===== src/rtl/memory_ctrl_pkg.sv =====
// Shared types and helpers for the paged event-memory controller.
package memory_ctrl_pkg;

    localparam int CNT_W = 5;

    typedef enum logic [1:0] {
        RD_IDLE  = 2'd0,
        RD_ISSUE = 2'd1,
        RD_WAIT  = 2'd2,
        RD_HOLD  = 2'd3
    } rd_state_t;

    function automatic int clog2(input int value);
        int r;
        r = 0;
        for (int i = 0; i < 31; i++) begin
            if ((1 << i) < value) r = i + 1;
        end
        return r;
    endfunction

endpackage


===== src/rtl/mem_page_ring.sv =====
// Ring bookkeeping: write/read page pointers, committed page count and per-page entry counts.
module mem_page_ring
    import memory_ctrl_pkg::*;
#(
    parameter int NPAGE = 64,
    parameter int PW    = 6
) (
    input  logic             clk,
    input  logic             rst,
    input  logic             commit,
    input  logic [CNT_W-1:0] commit_cnt,
    input  logic             release_page,
    output logic [PW-1:0]    wr_page,
    output logic [PW-1:0]    rd_page,
    output logic [PW:0]      pages_used,
    output logic [CNT_W-1:0] head_cnt
);

    logic [CNT_W-1:0] cnt [NPAGE];

    always_ff @(posedge clk or posedge rst) begin
        if (rst) begin
            wr_page    <= '0;
            rd_page    <= '0;
            pages_used <= '0;
            for (int i = 0; i < NPAGE; i++) cnt[i] <= '0;
        end else begin
            if (commit) begin
                cnt[wr_page] <= commit_cnt;
                wr_page      <= (wr_page == PW'(NPAGE - 1)) ? '0 : wr_page + PW'(1);
            end
            if (release_page) begin
                rd_page <= (rd_page == PW'(NPAGE - 1)) ? '0 : rd_page + PW'(1);
            end
            // A commit and a release in the same cycle cancel out.
            case ({commit, release_page})
                2'b10:   pages_used <= pages_used + (PW + 1)'(1);
                2'b01:   pages_used <= pages_used - (PW + 1)'(1);
                default: pages_used <= pages_used;
            endcase
        end
    end

    assign head_cnt = cnt[rd_page];

endmodule


===== src/rtl/memory_page_ctrl.sv =====
// Sequences the event BRAM as a ring of fixed-size pages: writes one event per page,
// then replays committed pages in order on a valid/ready stream.
module memory_page_ctrl
    import memory_ctrl_pkg::*;
#(
    parameter int RAM_WIDTH    = 18,
    parameter int RAM_DEPTH    = 1024,
    parameter int PAGE_DEPTH   = 16,
    parameter int READ_LATENCY = 2
) (
    input  logic                            clk,
    input  logic                            rst,
    input  logic                            wr_valid,
    input  logic [RAM_WIDTH-1:0]            wr_data,
    input  logic                            wr_last,
    output logic                            wr_ready,
    output logic                            rd_valid,
    output logic [RAM_WIDTH-1:0]            rd_data,
    output logic                            rd_last,
    input  logic                            rd_ready,
    output logic [clog2(RAM_DEPTH)-1:0]     mem_addra,
    output logic [RAM_WIDTH-1:0]            mem_dina,
    output logic                            mem_wea,
    output logic [clog2(RAM_DEPTH)-1:0]     mem_addrb,
    output logic                            mem_enb,
    output logic                            mem_regceb,
    output logic                            mem_rstb,
    output logic [4:0]                      mem_nevt,
    input  logic [RAM_WIDTH-1:0]            mem_doutb,
    output logic [clog2(RAM_DEPTH/PAGE_DEPTH):0] pages_used,
    output logic [15:0]                     ovf_count,
    output logic [1:0]                      dbg_state
);

    localparam int AW    = clog2(RAM_DEPTH);
    localparam int NPAGE = RAM_DEPTH / PAGE_DEPTH;
    localparam int PW    = clog2(NPAGE);
    localparam int OW    = clog2(PAGE_DEPTH);

    // Handshakes: a word moves when valid && ready are both high at a rising clk edge;
    // a source holds valid and its payload steady until that edge, ready may change freely.

    logic [OW:0]      wr_off;
    logic             trunc;
    logic             accept;
    logic             wr_fits;
    logic             commit;
    logic             release_page;
    logic [CNT_W-1:0] commit_cnt;
    logic [CNT_W-1:0] head_cnt;
    logic [PW-1:0]    wr_page;
    logic [PW-1:0]    rd_page;
    logic [OW-1:0]    rd_off;
    logic [3:0]       wait_cnt;
    rd_state_t        state;

    mem_page_ring #(
        .NPAGE (NPAGE),
        .PW    (PW)
    ) u_ring (
        .clk          (clk),
        .rst          (rst),
        .commit       (commit),
        .commit_cnt   (commit_cnt),
        .release_page (release_page),
        .wr_page      (wr_page),
        .rd_page      (rd_page),
        .pages_used   (pages_used),
        .head_cnt     (head_cnt)
    );

    assign wr_ready     = (pages_used < (PW + 1)'(NPAGE));
    assign accept       = wr_valid && wr_ready;
    assign wr_fits      = (wr_off < (OW + 1)'(PAGE_DEPTH));
    assign commit       = accept && wr_last;
    assign commit_cnt   = wr_fits ? CNT_W'(wr_off) + CNT_W'(1) : CNT_W'(PAGE_DEPTH);
    assign release_page = (state == RD_HOLD) && rd_ready && rd_last;
    assign mem_nevt     = (pages_used != '0) ? head_cnt : '0;
    assign mem_regceb   = 1'b1;
    assign mem_rstb     = 1'b0;
    assign dbg_state    = state;

    // Write side: words past the page size are dropped and flag the event as truncated.
    always_ff @(posedge clk or posedge rst) begin
        if (rst) begin
            wr_off    <= '0;
            trunc     <= 1'b0;
            ovf_count <= '0;
            mem_wea   <= 1'b0;
            mem_addra <= '0;
            mem_dina  <= '0;
        end else begin
            mem_wea <= 1'b0;
            if (accept) begin
                if (wr_fits) begin
                    mem_wea   <= 1'b1;
                    mem_addra <= {wr_page, wr_off[OW-1:0]};
                    mem_dina  <= wr_data;
                    wr_off    <= wr_off + (OW + 1)'(1);
                end else begin
                    trunc <= 1'b1;
                end
                if (wr_last) begin
                    wr_off <= '0;
                    trunc  <= 1'b0;
                    if ((trunc || !wr_fits) && ovf_count != 16'hFFFF) begin
                        ovf_count <= ovf_count + 16'd1;
                    end
                end
            end
        end
    end

    // Read FSM: one BRAM read per output word, the word is held until accepted.
    always_ff @(posedge clk or posedge rst) begin
        if (rst) begin
            state     <= RD_IDLE;
            rd_off    <= '0;
            wait_cnt  <= '0;
            mem_enb   <= 1'b0;
            mem_addrb <= '0;
            rd_valid  <= 1'b0;
            rd_last   <= 1'b0;
            rd_data   <= '0;
        end else begin
            mem_enb <= 1'b0;
            case (state)
                RD_IDLE: begin
                    if (pages_used != '0) begin
                        state     <= RD_ISSUE;
                        rd_off    <= '0;
                        mem_enb   <= 1'b1;
                        mem_addrb <= {rd_page, OW'(0)};
                    end
                end
                RD_ISSUE: begin
                    state    <= RD_WAIT;
                    wait_cnt <= '0;
                end
                RD_WAIT: begin
                    if (wait_cnt == 4'(READ_LATENCY - 1)) begin
                        rd_data  <= mem_doutb;
                        rd_last  <= (CNT_W'(rd_off) == head_cnt - CNT_W'(1));
                        rd_valid <= 1'b1;
                        state    <= RD_HOLD;
                    end else begin
                        wait_cnt <= wait_cnt + 4'd1;
                    end
                end
                RD_HOLD: begin
                    if (rd_ready) begin
                        rd_valid <= 1'b0;
                        rd_last  <= 1'b0;
                        if (rd_last) begin
                            state <= RD_IDLE;
                        end else begin
                            rd_off    <= rd_off + OW'(1);
                            state     <= RD_ISSUE;
                            mem_enb   <= 1'b1;
                            mem_addrb <= {rd_page, rd_off + OW'(1)};
                        end
                    end
                end
                default: state <= RD_IDLE;
            endcase
        end
    end

endmodule


===== config.mk =====
export PLATFORM = sky130hd
export DESIGN_NAME = memory_page_ctrl
export DESIGN_NICKNAME = d
export VERILOG_FILES = /design/src/rtl/memory_ctrl_pkg.sv /design/src/rtl/mem_page_ring.sv /design/src/rtl/memory_page_ctrl.sv
export SDC_FILE = /design/constraint.sdc
export NUM_CORES = 1
export LEC_CHECK = 0
export CAP_MARGIN = 20
export CORE_ASPECT_RATIO = 1.2
export CORE_MARGIN = 1.5
export CORE_UTILIZATION = 50
export CTS_CLUSTER_DIAMETER = 80
export DETAILED_ROUTE_END_ITERATION = 8
export GPL_ROUTABILITY_DRIVEN = 0
export PLACE_DENSITY = 0.69
export SLEW_MARGIN = 40
export SYNTH_ARGS = -nofsm -noshare
export SYNTH_HDL_FRONTEND = slang
export SYNTH_SLANG_ARGS = --single-unit

===== constraint.sdc =====
create_clock -name clk -period 30.7 [get_ports clk]
set_input_delay 6.14 -clock clk [delete_from_list [all_inputs] [get_ports clk]]
set_output_delay 6.14 -clock clk [all_outputs]
set_load 0.005 [all_outputs]

==> results by group, run 1 <==
Finish
  – Area grow syn2layout: 16.4%
  – Layout cell share with drive strength beyond 1: 20.6%
  – Nets: 1794
  – Final non-filler cell area: 22500 um^2
  – Fillers: 3011
  – Diode count: 0

Detailed routing
  – Met2 wire length: 24.2 mm
  – WL met1: between 15 and 20 mm
  – Final WL: ~49 mm
  – Routed vias/inst: 5.93
  – ANT nets after route: 0
  – Residual DRC count: 0
  – WL met3: 3.04 mm
  – Wire per inst: 21.7 um
  – Top Metal Used: met4
  – DRT Pass-1 Iters: 5
  – Drt first-iter violations: 940
  – Vias after detailed routing: 13300

Pwr
  – Pint: roughly 0.00094 W
  – Comb power frac: 9.0%
  – Net Sw Frac: 23.2%
  – Clock share of power: 42.5%
  – Pwr dens: 54.4 nW/um^2
  – VDD IR max: 0.0363 mV
  – Net Switching: 0.000285 W
  – Seq pwr share: 48.5%
  – Leakage: 10.0 nW

Clocking
  – Worst-Skew Late Latency: 560 ps
  – Clk slew on worst S/H paths: approximately 60 ps
  – Cts hold-fix bufs: 0
  – CTS tree: done
  – CTS resizes: 0
  – Post-CTS Repair Setup Buffers: 0
  – Num CTS Buffers: 44
  – H-tree depth: 2
  – Longest Clk Path Bufs: 3
  – Root Buffer: clkbuf_16
  – Sink Count: 427

STA
  – Tcrit/Tclk final: 34.0%
  – Worst clock skew: roughly 22 ps
  – Hold Fails Final Rpt: 0
  – Setup violators final: 0
  – Max-slew violation count: 0
  – Slew margin rel.: 37.5%
  – RSZ-0062 raised after global routing: no
  – Final setup TNS: 0 ps
  – Worst slew pin tran: 933 ps
  – Minimum clock period: ~10000 ps
  – Peak Freq: 95.7 MHz

Worst setup path
  – CP required: 24560 ps
  – Cell Chain, Critical Path: buf_4 > mux4_2 > a32oi_1 > o21ai_0 > or4_1 > inv_1 > nor2_1 > clkdlybuf4s50_1
  – Crit path arrival time: 4310 ps
  – R2R cell count: 11
  – CP Class: reg -> out
  – Largest stage delay, worst path: 860 ps
  – CP Capture Type: output port
  – CP Max Fanout: 37
  – Slowest-stage cell, CP: dfrtp_4
  – Startpoint types: flop

Synth
  – Synthesized flop and latch total: 427
  – Synth top area cells: dfrtp_1 55%, mux2_2 9.8%, mux4_2 9.5%
  – Synth cell types: 68
  – Mapped Area: 19400 um^2
  – Synth area leader: dfrtp_1
  – Seq/Total Area, Yosys: about 55%
  – Top cell type's share of synthesized area: 55.2%
  – Post-synth top flop: dfrtp_1
  – FFs w/ async S/R, synth: 100%
  – Syn Area/Cell: 11.9 um^2
  – EDFF count, synth: 0
  – Synth Net Count: about 1700
  – Yosys warns: 0
  – Cell count after synthesis: 1626

GRT
  – Total congestion overflow: 0
  – GRT Total Usage: 25.4%
  – Largest net degree at the start of global routing: ~130
  – Vias in the first global route: 13700
  – Initial antenna violation count: 0
  – First-pass GRT wire length: 78.2 mm

Outcome
  – Status: finished clean

Job
  – Max-cap violations: 0

Die
  – CORE AREA: 38000 um^2
  – Die H: roughly 220 um
  – Die footprint: 39900 um^2
  – I/O pin count: 134
  – Die X-Extent: between 150 and 200 um
  – Row count: between 70 and 80
  – Starting Density: 51.0%

Hold path
  – Hold Path Depth: 2
  – Hold crit path type: reg -> reg

Placed design
  – Dpl cell area: 21100 um^2
  – DP Wirelength: 32.2 mm
  – IO buf count: 131
placed cells by master (no fill, tap or decap), types with 17 or more instances in the layout:
cell type        netlist  layout
a21oi_1               46      46
clkbuf_16              0      44
clkdlybuf4s50_1        0     131
dfrtp_1              427     424
ha_1                  20      19
inv_1                 18      17
mux2_2               168     168
mux2i_1               23      23
mux4_2                82      82
nand2_1              284     283
nor2_1                87      85
o21ai_0              203     203
xnor2_1               21      21
critical path, delay by kind of cell, from the launching register on:
| kind | cells | cell delay (ps) |
|---|---|---|
| and+or+nand+nor | 2 | 660 |
| AOI/OAI and AO/OA | 2 | 410 |
| muxes | 1 | 590 |
| buffers and inverters | 3 | 1230 |
| DFF | 1 | 860 |
layout make-up:
type,instances,area [um^2],share of cell area (%)
clock buffer,67,1300,5.76
clock inverter,12,104,0.461
inverter,19,83.8,0.372
multi-input combinational,1090,8280,36.7
sequential,427,10700,47.4
tap,480,601,2.66
timing repair buffer,150,1480,6.58
kinds of logic after synthesis:
kind of cell    Yosys count  share of synthesized area, %
other cells               2                        0.0388
fa+ha+maj                21                          1.40
compound gates          297                          8.44
buf+inv                 109                          2.48
simple gates            464                          10.5
xor+xnor                 33                          1.49
mux                     273                          20.5
flops                   427                          55.2
Yosys cell counts, drive strengths merged (3+ instances only):
master,instances
xor2,12
a21o,4
nor2,87
nand4,9
o31ai,7
or3,4
o22ai,4
clkbuf,60
xnor2,21
buf,30
o211ai,4
dfrtp,427
a22oi,3
nand2b,5
and3,5
nand3b,4
nor4,5
mux4,82
and4,4
o21ai,205
mux2i,23
nor3,4
and2,8
a211oi,3
nor3b,4
mux2,168
nor2b,7
a22o,4
and3b,5
inv,18
nand3,16
nand2,284
a21oi,46
ha,20
power groups by stage:
stage	logic [W]	registers (W)	clock network [W]
after floorplan	0.0000570	0.000606	0
after global placement	0.000108	0.000604	0
after detailed placement	0.000112	0.000605	0
after CTS	0.000113	0.000595	0.000530
after global routing	0.000123	0.000597	0.000555
final	0.000111	0.000595	0.000521
per-layer routing:
metal / vias up / GRT usage, %
met5: - / 0
met4: 0 / 9.50
met3: 102 / 4.70
met2: 475 / 42.8
met1: 6771 / 32.7
li1: 5975 / -
metrics by stage:
step                util, %  power, W  hold slack [ps]  setup WS [ps]  instances
global placement       55.5  0.000712              456          20600       2164
global route           59.4   0.00127              495          20060       2245
floorplan                 -  0.000663              444          12670       1626
detailed placement     55.6  0.000717              465          20800       2165
CTS                    59.3   0.00124              478          20190       2244
finish                 59.4   0.00123              476          20250       2245
state kept, by name, summed over array words and instances (netlist names), 7 cells and up:
| name | count |
|---|---|
| mem_addrb | 10 |
| rd_data | 18 |
| ovf_count | 16 |
| u_ring.cnt | 320 |
| u_ring.pages_used | 7 |
| mem_addra | 10 |
| mem_dina | 18 |
worst paths after layout:
kind | startpoint | endpoint | slack (ps)
max reg2reg | u_ring.rd_page[0]$_DFFE_PP0P_ | rd_last$_DFFE_PP0P_ | 26100
min reg2reg | u_ring.cnt[164]$_DFFE_PP0P_ | u_ring.cnt[164]$_DFFE_PP0P_ | 480
min in group asynchronous | rst | rd_data[6]$_DFFE_PP0P_ | 6130
max | u_ring.rd_page[0]$_DFFE_PP0P_ | mem_nevt[1] | 20250
max in group asynchronous | rst | u_ring.cnt[207]$_DFFE_PP0P_ | 21990
min | u_ring.cnt[164]$_DFFE_PP0P_ | u_ring.cnt[164]$_DFFE_PP0P_ | 480
No activity file was read; power rests on OpenSTA's default activity.
==> run 2: changes to the inputs <==
--- a/config.mk
+++ b/config.mk
@@ -12,7 +12,7 @@
 export CTS_CLUSTER_DIAMETER = 80
 export DETAILED_ROUTE_END_ITERATION = 8
 export GPL_ROUTABILITY_DRIVEN = 0
-export PLACE_DENSITY = 0.69
+export PLACE_DENSITY = 0.72
 export SLEW_MARGIN = 40
 export SYNTH_ARGS = -nofsm -noshare
 export SYNTH_HDL_FRONTEND = slang
==> constraint.sdc (replaced) <==
create_clock -name clk -period 8.4 [get_ports clk]
set_input_delay 1.68 -clock clk [delete_from_list [all_inputs] [get_ports clk]]
set_output_delay 1.68 -clock clk [all_outputs]
set_load 0.005 [all_outputs]
==> run 2 against run 1 <==
Clock power rose to 3.9 times the previous value; highest routed layer unchanged; worst hold slack better by 2.6 ps; cell count is 0.22% higher; register-to-register slack worse by 22000 ps; first-iteration DRC count increased by 4.3%; worst setup slack got worse by 18000 ps; via count is 0.23% higher; utilization grew 0.44 points; wire length down 0.62%; power grew to 3.8 times the previous value.
==> results by group, run 2 (same netlist as run 1, synthesis figures left out) <==
Outcome
  – Status: finished clean (unchanged)

Clocking
  – H-tree depth: 2 (unchanged)
  – Post-CTS Repair Setup Buffers: 0 (unchanged)
  – Root Buffer: clkbuf_16 (unchanged)
  – Worst-Skew Late Latency: 560 ps (about the same)
  – CTS resizes: 0 (unchanged)
  – CTS tree: done (unchanged)
  – Longest Clk Path Bufs: 3 (unchanged)
  – Sink Count: 427 (unchanged)
  – Clk slew on worst S/H paths: 60 ps (about the same)
  – Num CTS Buffers: 44 (unchanged)
  – Cts hold-fix bufs: 0 (unchanged)

STA
  – Slew margin rel.: 43.6% (was 37.5%)
  – Setup violators final: 0 (unchanged)
  – Minimum clock period: 5710 ps
  – Worst clock skew: 16.0 ps (was 22.3 ps)
  – Worst slew pin tran: 846 ps (was 933 ps)
  – RSZ-0062 raised after global routing: no (unchanged)
  – Tcrit/Tclk final: 68.0%
  – Hold Fails Final Rpt: 0 (unchanged)
  – Max-slew violation count: 0 (unchanged)
  – Final setup TNS: 0 ps (unchanged)
  – Setup ws final: 2690 ps (was 20250 ps)
  – Peak Freq: 175 MHz

Detailed routing
  – Drt first-iter violations: 980 (was 940)
  – Routed vias/inst: 5.94 (was 5.93)
  – Vias after detailed routing: 13400 (was 13300)
  – DRT Pass-1 Iters: 5 (unchanged)
  – Final WL: 48.5 mm (was 48.8 mm)
  – Wire per inst: 21.6 um (was 21.7 um)
  – ANT nets after route: 0 (unchanged)
  – Residual DRC count: 0 (unchanged)

Worst setup path
  – Crit path arrival time: 4030 ps (was 4310 ps)
  – Slowest-stage cell, CP: dfrtp_4 (unchanged)
  – Startpoint types: flop (unchanged)
  – R2R cell count: 12 (was 11)
  – Cell Chain, Critical Path: buf_4 > mux4_2 > o211a_1 > o21ai_1 > o31ai_1 > or4_1 > inv_1 > nor2_1 > clkdlybuf4s50_1 (was buf_4 > mux4_2 > a32oi_1 > o21ai_0 > or4_1 > inv_1 > nor2_1 > clkdlybuf4s50_1)
  – R2r setup slk: 4100 ps (was 26100 ps)
  – CP Capture Type: output port (unchanged)
  – CP Max Fanout: 33 (was 37)
  – CP required: 6720 ps (was 24560 ps)
  – CP Class: reg -> out (unchanged)
  – Largest stage delay, worst path: 690 ps (was 860 ps)

Pwr
  – Net Switching: 0.00105 W (was 0.000285 W)
  – VDD IR max: 0.127 mV (was 0.0363 mV)
  – Pint: 0.00357 W (was 0.000942 W)
  – Net Sw Frac: 22.6% (was 23.2%)
  – Clock share of power: 44.2% (was 42.5%)
  – Seq pwr share: 47.1% (was 48.5%)
  – Leakage: 10.1 nW (was 10.0 nW)
  – Comb power frac: 8.7% (was 9.0%)
  – Pwr dens: 203 nW/um^2 (was 54.4 nW/um^2)

Finish
  – Most frequent cells in the layout: 424 x dfrtp_1, 283 x nand2_1, 203 x o21ai_0 (unchanged)
  – Post-layout util: 59.8% (was 59.4%)
  – FF+latch area: 10700 um^2 (unchanged)
  – Commonest non-fill, non-tap cell in the layout: dfrtp_1 (unchanged)
  – Nets: 1800 (was 1794)
  – Reg with most FFs: u_ring.cnt (unchanged)
  – Diode count: 0 (unchanged)
  – Layout cell share with drive strength beyond 1: 20.9% (was 20.6%)
  – Area grow syn2layout: 17.3% (was 16.4%)
  – Max reg flops: 320 (unchanged)
  – Multi-input gate area: 8240 um^2 (was 8280 um^2)
  – Top flop regs: u_ring.cnt x320, mem_dina x18, rd_data x18 (unchanged)
  – Fillers: 2957 (was 3011)

Placed design
  – Pre-CTS setup slack: 2960 ps (was 20800 ps)
  – DP Wirelength: 31.7 mm (was 32.2 mm)
  – IO buf count: 131 (unchanged)

GRT
  – Total congestion overflow: 0 (unchanged)
  – Initial antenna violation count: 0 (unchanged)
  – Largest net degree at the start of global routing: 108 (was 133)
  – GRT Total Usage: 25.1% (was 25.4%)
  – Vias in the first global route: 13800 (was 13700)
  – First-pass GRT wire length: 77.8 mm (was 78.2 mm)

Job
  – Max-cap violations: 0 (unchanged)

Die
  – Die H: 219 um (unchanged)
  – CORE AREA: 38000 um^2 (unchanged)
  – Die X-Extent: 183 um (unchanged)
  – Die footprint: 39900 um^2 (unchanged)
  – Starting Density: 51.0% (unchanged)
  – Row count: 78 (unchanged)
  – I/O pin count: 134 (unchanged)

Hold path
  – Hold crit path type: reg -> reg (unchanged)
  – Hold Path Depth: 2 (unchanged)
## run 2: worst paths after layout
kind	startpoint	end
hold reg to reg	u_ring.cnt[185]$_DFFE_PP0P_	u_ring.cnt[185]$_DFFE_PP0P_
setup / recovery	u_ring.rd_page[1]$_DFFE_PP0P_	mem_nevt[1]
min in group asynchronous	rst	rd_data[0]$_DFFE_PP0P_
hold / removal	u_ring.cnt[185]$_DFFE_PP0P_	u_ring.cnt[185]$_DFFE_PP0P_
max in group asynchronous	rst	u_ring.cnt[196]$_DFFE_PP0P_
setup reg to reg	u_ring.rd_page[1]$_DFFE_PP0P_	rd_last$_DFFE_PP0P_
## run 2: critical path: cells and delay by family, from the launching register on
kind	cells	cell delay, ps
buf+inv	3	1130
flops	1	690
simple gates	2	580
mux	1	580
compound gates	3	470
## run 2: power groups by stage
stage	Clock [W]	Sequential (W)	Combinational, W
finish	0.00204	0.00217	0.000404
global route	0.00216	0.00218	0.000449
CTS	0.00207	0.00217	0.000412
detailed placement	0	0.00221	0.000410
global placement	0	0.00221	0.000393
floorplan	0	0.00221	0.000208
## run 2: metal layers
metal / global-route usage (%) / part of all wire [%]
met2: 41.5 / 49
met5: 0 / 0
met1: 33.4 / 41
met3: 4.72 / 6.8
met4: 8.60 / 3.2
## run 2: per-stage QoR
step | hold slack, ps | cells | area [um^2] | total power [W]
finish | 479 | 2250 | 22700 | 0.00462
global route | 504 | 2250 | 22700 | 0.00479
CTS | 482 | 2249 | 22700 | 0.00466
detailed placement | 467 | 2171 | 21200 | 0.00262
global placement | 457 | 2167 | 21100 | 0.00260
floorplan | 444 | 1626 | 19400 | 0.00242
## run 2: final cells by class
cell class              count  share of cell area [%]
well taps                 480                    2.64
clock inverters            18                    1.20
clock buffers              60                    5.47
inverters                  19                   0.331
flip-flops and latches    427                    47.1
repair buffers            156                    6.96
multi-input cells        1090                    36.3
